[src/rtl/frame_dump_trig_if.sv]
// frame_dump_trig_if: sync inputs and frame/dump-window outputs of frame_dump_trig
interface frame_dump_trig_if #(parameter int CW = 32);
   logic          vs;
   logic          downloading;
   logic [CW-1:0] frame_cnt;
   logic          frame_stb;
   logic          dump_on;
   logic          dump_start;
   logic          dump_stop;
   logic [1:0]    st;
   modport master (output vs, downloading,
                   input frame_cnt, frame_stb, dump_on, dump_start, dump_stop, st);
   modport slave  (input vs, downloading,
                   output frame_cnt, frame_stb, dump_on, dump_start, dump_stop, st);
endinterface

[src/rtl/frame_dump_trig.sv]
// frame_dump_trig: counts VS frames since download end and opens a dump window between two frame numbers
module frame_dump_trig #(
   parameter int CW          = 32,
   parameter int START_FRAME = 0,
   parameter int STOP_FRAME  = 0,
   parameter int WAIT_DL     = 1
) (
   input  logic               clk,
   input  logic               rst_n,
   frame_dump_trig_if.slave   b
);
   typedef enum logic [1:0] {S_WAIT, S_ARMED, S_DUMP, S_DONE} st_t;
   localparam st_t           ST_RST  = (WAIT_DL != 0) ? S_WAIT : S_ARMED;
   localparam logic [CW-1:0] START_V = CW'(START_FRAME);
   localparam logic [CW-1:0] STOP_V  = CW'(STOP_FRAME);
   localparam bit            CLOSE   = (STOP_FRAME != 0) && (STOP_FRAME > START_FRAME);
   logic [2:0]    vs_sync_q, vs_sync_d, dl_sync_q, dl_sync_d;
   logic [CW-1:0] frame_cnt_q, frame_cnt_d, nxt;
   logic          frame_stb_q, frame_stb_d;
   logic          dump_on_q, dump_on_d;
   logic          dump_start_q, dump_start_d;
   logic          dump_stop_q, dump_stop_d;
   st_t           st_q, st_d;
   logic          vs_fall, dl_fall, dl_rise;
   assign vs_fall = vs_sync_q[2] & ~vs_sync_q[1];
   assign dl_fall = dl_sync_q[2] & ~dl_sync_q[1];
   assign dl_rise = ~dl_sync_q[2] & dl_sync_q[1];
   assign b.frame_cnt  = frame_cnt_q;
   assign b.frame_stb  = frame_stb_q;
   assign b.dump_on    = dump_on_q;
   assign b.dump_start = dump_start_q;
   assign b.dump_stop  = dump_stop_q;
   assign b.st         = st_q;
   // next-state: synchronizer shift, frame counting, window FSM and its edge pulses
   always_comb begin
      vs_sync_d   = {vs_sync_q[1:0], b.vs};
      dl_sync_d   = {dl_sync_q[1:0], b.downloading};
      nxt         = frame_cnt_q + CW'(1);
      frame_cnt_d = dl_fall ? '0 : (vs_fall ? nxt : frame_cnt_q);
      frame_stb_d = vs_fall;
      st_d        = st_q;
      if (dl_rise) st_d = ST_RST;
      else begin
         case (st_q)
            S_WAIT:  if (dl_fall) st_d = S_ARMED;
            S_ARMED: if (START_FRAME == 0 || (vs_fall && nxt == START_V)) st_d = S_DUMP;
            S_DUMP:  if (CLOSE && vs_fall && nxt == STOP_V) st_d = S_DONE;
            default: st_d = st_q;
         endcase
      end
      dump_on_d    = st_d == S_DUMP;
      dump_start_d = st_d == S_DUMP && st_q != S_DUMP;
      dump_stop_d  = st_q == S_DUMP && st_d != S_DUMP;
   end
   // state register; reset clears everything immediately without a stop pulse
   always_ff @(posedge clk or negedge rst_n) begin
      if (!rst_n) begin
         vs_sync_q    <= '0;
         dl_sync_q    <= '0;
         frame_cnt_q  <= '0;
         frame_stb_q  <= 1'b0;
         dump_on_q    <= 1'b0;
         dump_start_q <= 1'b0;
         dump_stop_q  <= 1'b0;
         st_q         <= ST_RST;
      end else begin
         vs_sync_q    <= vs_sync_d;
         dl_sync_q    <= dl_sync_d;
         frame_cnt_q  <= frame_cnt_d;
         frame_stb_q  <= frame_stb_d;
         dump_on_q    <= dump_on_d;
         dump_start_q <= dump_start_d;
         dump_stop_q  <= dump_stop_d;
         st_q         <= st_d;
      end
   end
endmodule

[src/flat_wrapper.sv]
// flat-port wrapper written by rule: the top's interface ports become plain ports
module frame_dump_trig_flat 
#(
   parameter int CW          = 32,
   parameter int START_FRAME = 0,
   parameter int STOP_FRAME  = 0,
   parameter int WAIT_DL     = 1
)
  (clk, rst_n, b_vs, b_downloading, b_frame_cnt, b_frame_stb, b_dump_on, b_dump_start, b_dump_stop, b_st);
  frame_dump_trig_if #(.CW(CW)) b_i ();
  input  logic clk;
  input  logic rst_n;
  input wire logic [$bits(b_i.vs)-1:0] b_vs;
  input wire logic [$bits(b_i.downloading)-1:0] b_downloading;
  output wire logic [$bits(b_i.frame_cnt)-1:0] b_frame_cnt;
  output wire logic [$bits(b_i.frame_stb)-1:0] b_frame_stb;
  output wire logic [$bits(b_i.dump_on)-1:0] b_dump_on;
  output wire logic [$bits(b_i.dump_start)-1:0] b_dump_start;
  output wire logic [$bits(b_i.dump_stop)-1:0] b_dump_stop;
  output wire logic [$bits(b_i.st)-1:0] b_st;
  assign b_i.vs = b_vs;
  assign b_i.downloading = b_downloading;
  assign b_frame_cnt = b_i.frame_cnt;
  assign b_frame_stb = b_i.frame_stb;
  assign b_dump_on = b_i.dump_on;
  assign b_dump_start = b_i.dump_start;
  assign b_dump_stop = b_i.dump_stop;
  assign b_st = b_i.st;
  frame_dump_trig #(.CW(CW), .START_FRAME(START_FRAME), .STOP_FRAME(STOP_FRAME), .WAIT_DL(WAIT_DL)) u_core (.clk(clk), .rst_n(rst_n), .b(b_i));
endmodule
[config.mk]
export PLATFORM = sky130hd
export DESIGN_NAME = frame_dump_trig_flat
export DESIGN_NICKNAME = d
export VERILOG_FILES = /design/src/rtl/frame_dump_trig_if.sv /design/src/rtl/frame_dump_trig.sv /design/src/flat_wrapper.sv
export SDC_FILE = /design/constraint.sdc
export NUM_CORES = 1
export LEC_CHECK = 0
export CAP_MARGIN = 15
export CORE_ASPECT_RATIO = 0.9
export CORE_MARGIN = 10
export CORE_UTILIZATION = 51
export CTS_CLUSTER_DIAMETER = 40
export DETAILED_ROUTE_END_ITERATION = 16
export GPL_ROUTABILITY_DRIVEN = 1
export GPL_TIMING_DRIVEN = 0
export MAX_ROUTING_LAYER = met4
export PLACE_DENSITY_LB_ADDON = 0.1
export SLEW_MARGIN = 20
export SYNTH_ARGS = -nofsm -noshare
export SYNTH_HDL_FRONTEND = slang
export SYNTH_SLANG_ARGS = --single-unit
[constraint.sdc]
create_clock -name clk -period 2.65 [get_ports clk]
set_input_delay 0.265 -clock clk [delete_from_list [all_inputs] [get_ports clk]]
set_output_delay 0.265 -clock clk [all_outputs]
set_load 0.01 [all_outputs]
Word-level counts from Yosys, hierarchy flattened. Index checks and enable logic that the tools add are counted.

Flip-flop bits (word level): 44. Input bits: 4. Output and inout port bits: 38.

$add $sub $neg: 1. Equality and inequality tests: 5. Multiplexer cells: 5. Bitwise logic cells: 6. Reductions and logical operators: 4.

Operators with widths (number): 32-bit two-way mux (2); 32-bit by 1-bit adder with 32-bit output, second input constant (1); 2-bit equality test, second input constant (2); 2-bit two-way mux (2); 2-bit != test, second input constant (2); 2-bit case mux with 2 select lines (1); 1-bit bitwise AND (3); 1-bit NOT (3); 2-bit by 1-bit equality test with 1-bit output, second input constant (1); 1-bit logical AND (2); 2-bit zero test (1); 2-bit nonzero test (1).

Depth between registers and ports, before layout.
Word-level depth: 7. Gate-level depth with buffers: 7. Gate-level depth less buffers: 5.

Worst setup path after synthesis. No wires, ideal clock.

Kind: register -> register. Start: reg u_core.frame_cnt_q[0], in the netlist u_core.b.frame_cnt[0]. End: reg u_core.frame_cnt_q[26], in the netlist u_core.b.frame_cnt[26]. Library setup time: 78 ps. Arrival time: 2079 ps. Setup slack: 493 ps. Cell stages (with the launch flop): 7. Period minus slack after synthesis: 2157 ps. Cells stage by stage: dfrtp_1 -> ha_1 -> nand4b_4 -> or4_1 -> buf_2 -> or4_1 -> a21oi_1.

Word-level cells in the longest chain between the ends: 3.

RTL lines: start: declaration (line frame_dump_trig.sv:18) `logic [CW-1:0] frame_cnt_q, frame_cnt_d, nxt;`; start signal: assignment (line frame_dump_trig.sv:69) `frame_cnt_q <= frame_cnt_d;`; 32-bit by 1-bit adder with 32-bit output (line frame_dump_trig.sv:38) `nxt = frame_cnt_q + CW'(1);`; 32-bit two-way mux (2 in a row) (line frame_dump_trig.sv:39) `frame_cnt_d = dl_fall ? '0 : (vs_fall ? nxt : frame_cnt_q);`.

No other way between the ends. The select of a mux whose other input is x is not followed. A chain may end at the register's enable or synchronous reset.

Worst setup path after layout. Ends and elaborated chain as after synthesis.

==> results by group <==
Timing
  – RSZ-0062 raised after global routing: no
  – Final hold vios: 0
  – Worst slew pin tran: 0.568 ns
  – Worst relative slew slack: 0.620
  – Final setup viols: 0
  – Setup TNS: 0 ns
  – Final Cycle Share: 0.856
  – Final Critical Period: approximately 2.3 ns
  – Clock Skew: about 0.012 ns
  – Max-slew violation count: 0
  – Fmax: 441 MHz

Final layout
  – Ant diodes: 0
  – Finished Core Util: 0.665
  – Nets: 263
  – Share of cells above drive strength 1: 0.0620
  – Synthesis-to-finish area growth: 27.3%

Power
  – Sw Ratio: 0.260
  – Flop pwr share: 0.563
  – Combinational power share: 0.136
  – Worst vdd ir: 0.412 mV
  – Switching power: about 340 uW
  – Pwr dens: around 500 nW/um^2
  – Clock share of power: 0.300
  – Internal power: 982 uW
  – P_leak: 0.00108 uW

CTS
  – Root Driver: clkbuf_8
  – CTS Buf Count: 5
  – Worst skew pair latency: 0.30 ns
  – Post-CTS Setup Inserts: 0
  – Clock transition at path regs: 0.08 ns
  – Clock tree sinks: 44
  – Post_cts resized: 0
  – CTS tree: done
  – H-tree Lvls: 2
  – Max Root-Sink Buffers: 2

Detailed routing
  – Post-route DRC: 0
  – DR vias: 1703
  – Initial DRT Pass Iterations: 4
  – Antenna Violating Nets Remaining: 0
  – Total wire length: 4620 um
  – DR vias/cell: 5.57
  – WL/cell: 15.1 um
  – Initial DRC Count: 71

Critical path
  – Worst EP arrival: 2.48 ns
  – CP cell instances: ha_1 > nand4b_4 > or4_1 > buf_2 > or4_1 > a21oi_1
  – Crit path top cell by count: or4_1
  – Slowest CP cell: or4_1
  – Worst EP required: between 2 and 3 ns
  – Setup crit end kind: flip-flop
  – Critical path peak fanout: 8
  – CP peak stage delay: between 0.5 and 0.6 ns
  – CP Class: reg2reg
  – Critical path startpoint category: flip-flop

Floorplan
  – Initial Util: 0.523
  – Core Region: 4020 sq um
  – Std-Cell Rows: 22
  – Full die area: just over 7000 sq um
  – Die W: 87.7 um
  – Die Y: 80.9 um
  – Boundary Pins: 42

Synthesis
  – Synth Register Bits: 44
  – Syn Area/Cell: 10.1 sq um
  – Main flop type after synthesis: dfrtp_1
  – Area contributors post-synth: dfrtp_1, or4_1, mux2i_1
  – Top cells by count, synth: dfrtp_1, nand2_1, a21oi_1, nor2_1, or4_1
  – Count of different cell masters after synthesis: 34
  – Synth top area share: 0.524
  – Syn nets: 213
  – Number of flops mapped to enable cells by yosys: 0
  – Yosys warns: 0
  – Post-synth ARST share: 1.00
  – Mapped cell area: 2100 sq um
  – Seq/Total Area, Yosys: 0.524
  – Most frequent cell after synthesis: dfrtp_1
  – Largest area contributor in the netlist: dfrtp_1
  – Mapped Cells: approximately 210

Place
  – Final GP Congestion: roughly 0.8
  – Half-perimeter wire length after placement: ~3400 um
  – # port buffers: 41

GRT
  – Initial antenna violation count: 0
  – Met1 GRT Util: 0.176
  – M2 GR Usage: 0.190
  – Global-route wire length before repair: 7480 um
  – Vias in the first global route: 1544
  – Busiest layer in global routing: met2
  – Total gr overflow: 0
  – M3 GR Usage: 0.0570
  – Total track usage: 0.136
  – Largest net degree at the start of global routing: 27

Flow run
  – Max Cap Viol: 0

Status
  – Status: finished, final reports clean

Worst hold path
  – Hold WC Path Type: reg2reg
## final cells by class
cell class,count,area [sq um]
flip-flops and latches,44,1100
clock inverters,1,5.00
clock buffers,6,72.6
repair buffers,43,435
inverters,9,33.8
multi-input cells,145,916
fillers,339,1350
plain buffers,10,50.0
well taps,48,60.1
## critical path: cells and delay by family, from the launching register on
family / cells / cell delay [ns]
adder cells (fa/ha/maj): 1 / 0.26
buffers and inverters: 1 / 0.18
AO/OA/AOI/OAI: 1 / 0.15
AND/OR/NAND/NOR: 3 / 1.16
flip-flops: 1 / 0.44
## path summary, 6_finish.rpt
path,from,to,slack [ns],cells after the start
worst max-delay path,u_core.b.frame_cnt[0],u_core.b.frame_cnt[26],0.38,6
worst min-delay path,u_core.dl_sync_q[0],u_core.dl_sync_q[1],0.35,0
worst max register to register,u_core.b.frame_cnt[0],u_core.b.frame_cnt[26],0.38,6
worst min register to register,u_core.dl_sync_q[0],u_core.dl_sync_q[1],0.35,0
max in group asynchronous,rst_n,u_core.b.frame_cnt[0],1.73,3
min in group asynchronous,rst_n,u_core.b.frame_cnt[16],0.43,2
## layout by cell type, fill, tap and decap left out, drive strengths merged, types with 3 or more instances in the layout
| cell type | instances |
|---|---|
| xor2 | 6 |
| o31ai | 9 |
| inv | 9 |
| or3 | 4 |
| nor3 | 3 |
| nor4 | 9 |
| dfrtp | 44 |
| nand2b | 7 |
| a21oi | 15 |
| clkdlybuf4s50 | 40 |
| buf | 5 |
| mux2i | 8 |
| nand3 | 9 |
| nand2 | 18 |
| nand4 | 10 |
| o21ai | 4 |
| nor2 | 14 |
| xnor2 | 5 |
| clkbuf | 13 |
| or4 | 11 |
## through the flow
step / instances / total power (uW) / hold slack, ns / setup slack, ns / instance area, sq um
2_1_floorplan: 208 / 831 / -0.0306 / 0.493 / 2100
3_3_place_gp: 297 / 936 / 0.332 / 0.146 / 2570
3_5_place_dp: 298 / 942 / 0.236 / 0.400 / 2590
4_1_cts: 306 / 1340 / 0.356 / 0.377 / 2670
5_1_grt: 306 / 1390 / 0.360 / 0.227 / 2670
6_report: 306 / 1330 / 0.351 / 0.381 / 2670
## power by group through the flow
stage | Combinational, uW | Sequential (uW) | Clock [uW]
CTS | 185 | 747 | 404
global route | 203 | 755 | 432
floorplan | 59.8 | 772 | 0
finish | 181 | 747 | 398
global placement | 178 | 758 | 0
detailed placement | 183 | 760 | 0
## metal layers
metal  up-vias  share of wire
met5         -              0
met2        39           0.42
met1       794           0.49
met4         0          0.010
li1        863              -
met3         7          0.082
## sequential cells by signal, summed over array words and instances (netlist names)
name                 count
u_core.vs_sync_q         3
u_core.b.dump_start      1
u_core.b.dump_on         1
u_core.b.dump_stop       1
u_core.dl_sync_q         3
u_core.b.frame_cnt      32
u_core.b.frame_stb       1
u_core.b.st              2
## cell families (layout without fill, tap and decap cells)
family | count (synthesis) | after routing | synth area share
mux | 8 | 8 | 0.0381
compound gates | 30 | 30 | 0.0834
flops | 44 | 44 | 0.524
fa+ha+maj | 1 | 1 | 0.00595
buf+inv | 19 | 69 | 0.0399
simple gates | 95 | 95 | 0.263
xor+xnor | 11 | 11 | 0.0459
## what timing repair did
action,CTS,global route
setup endpoints to repair,0,0
endpoints found under the hold margin,18,0
hold buffers,1,0
(Power assumes the default switching activity.)
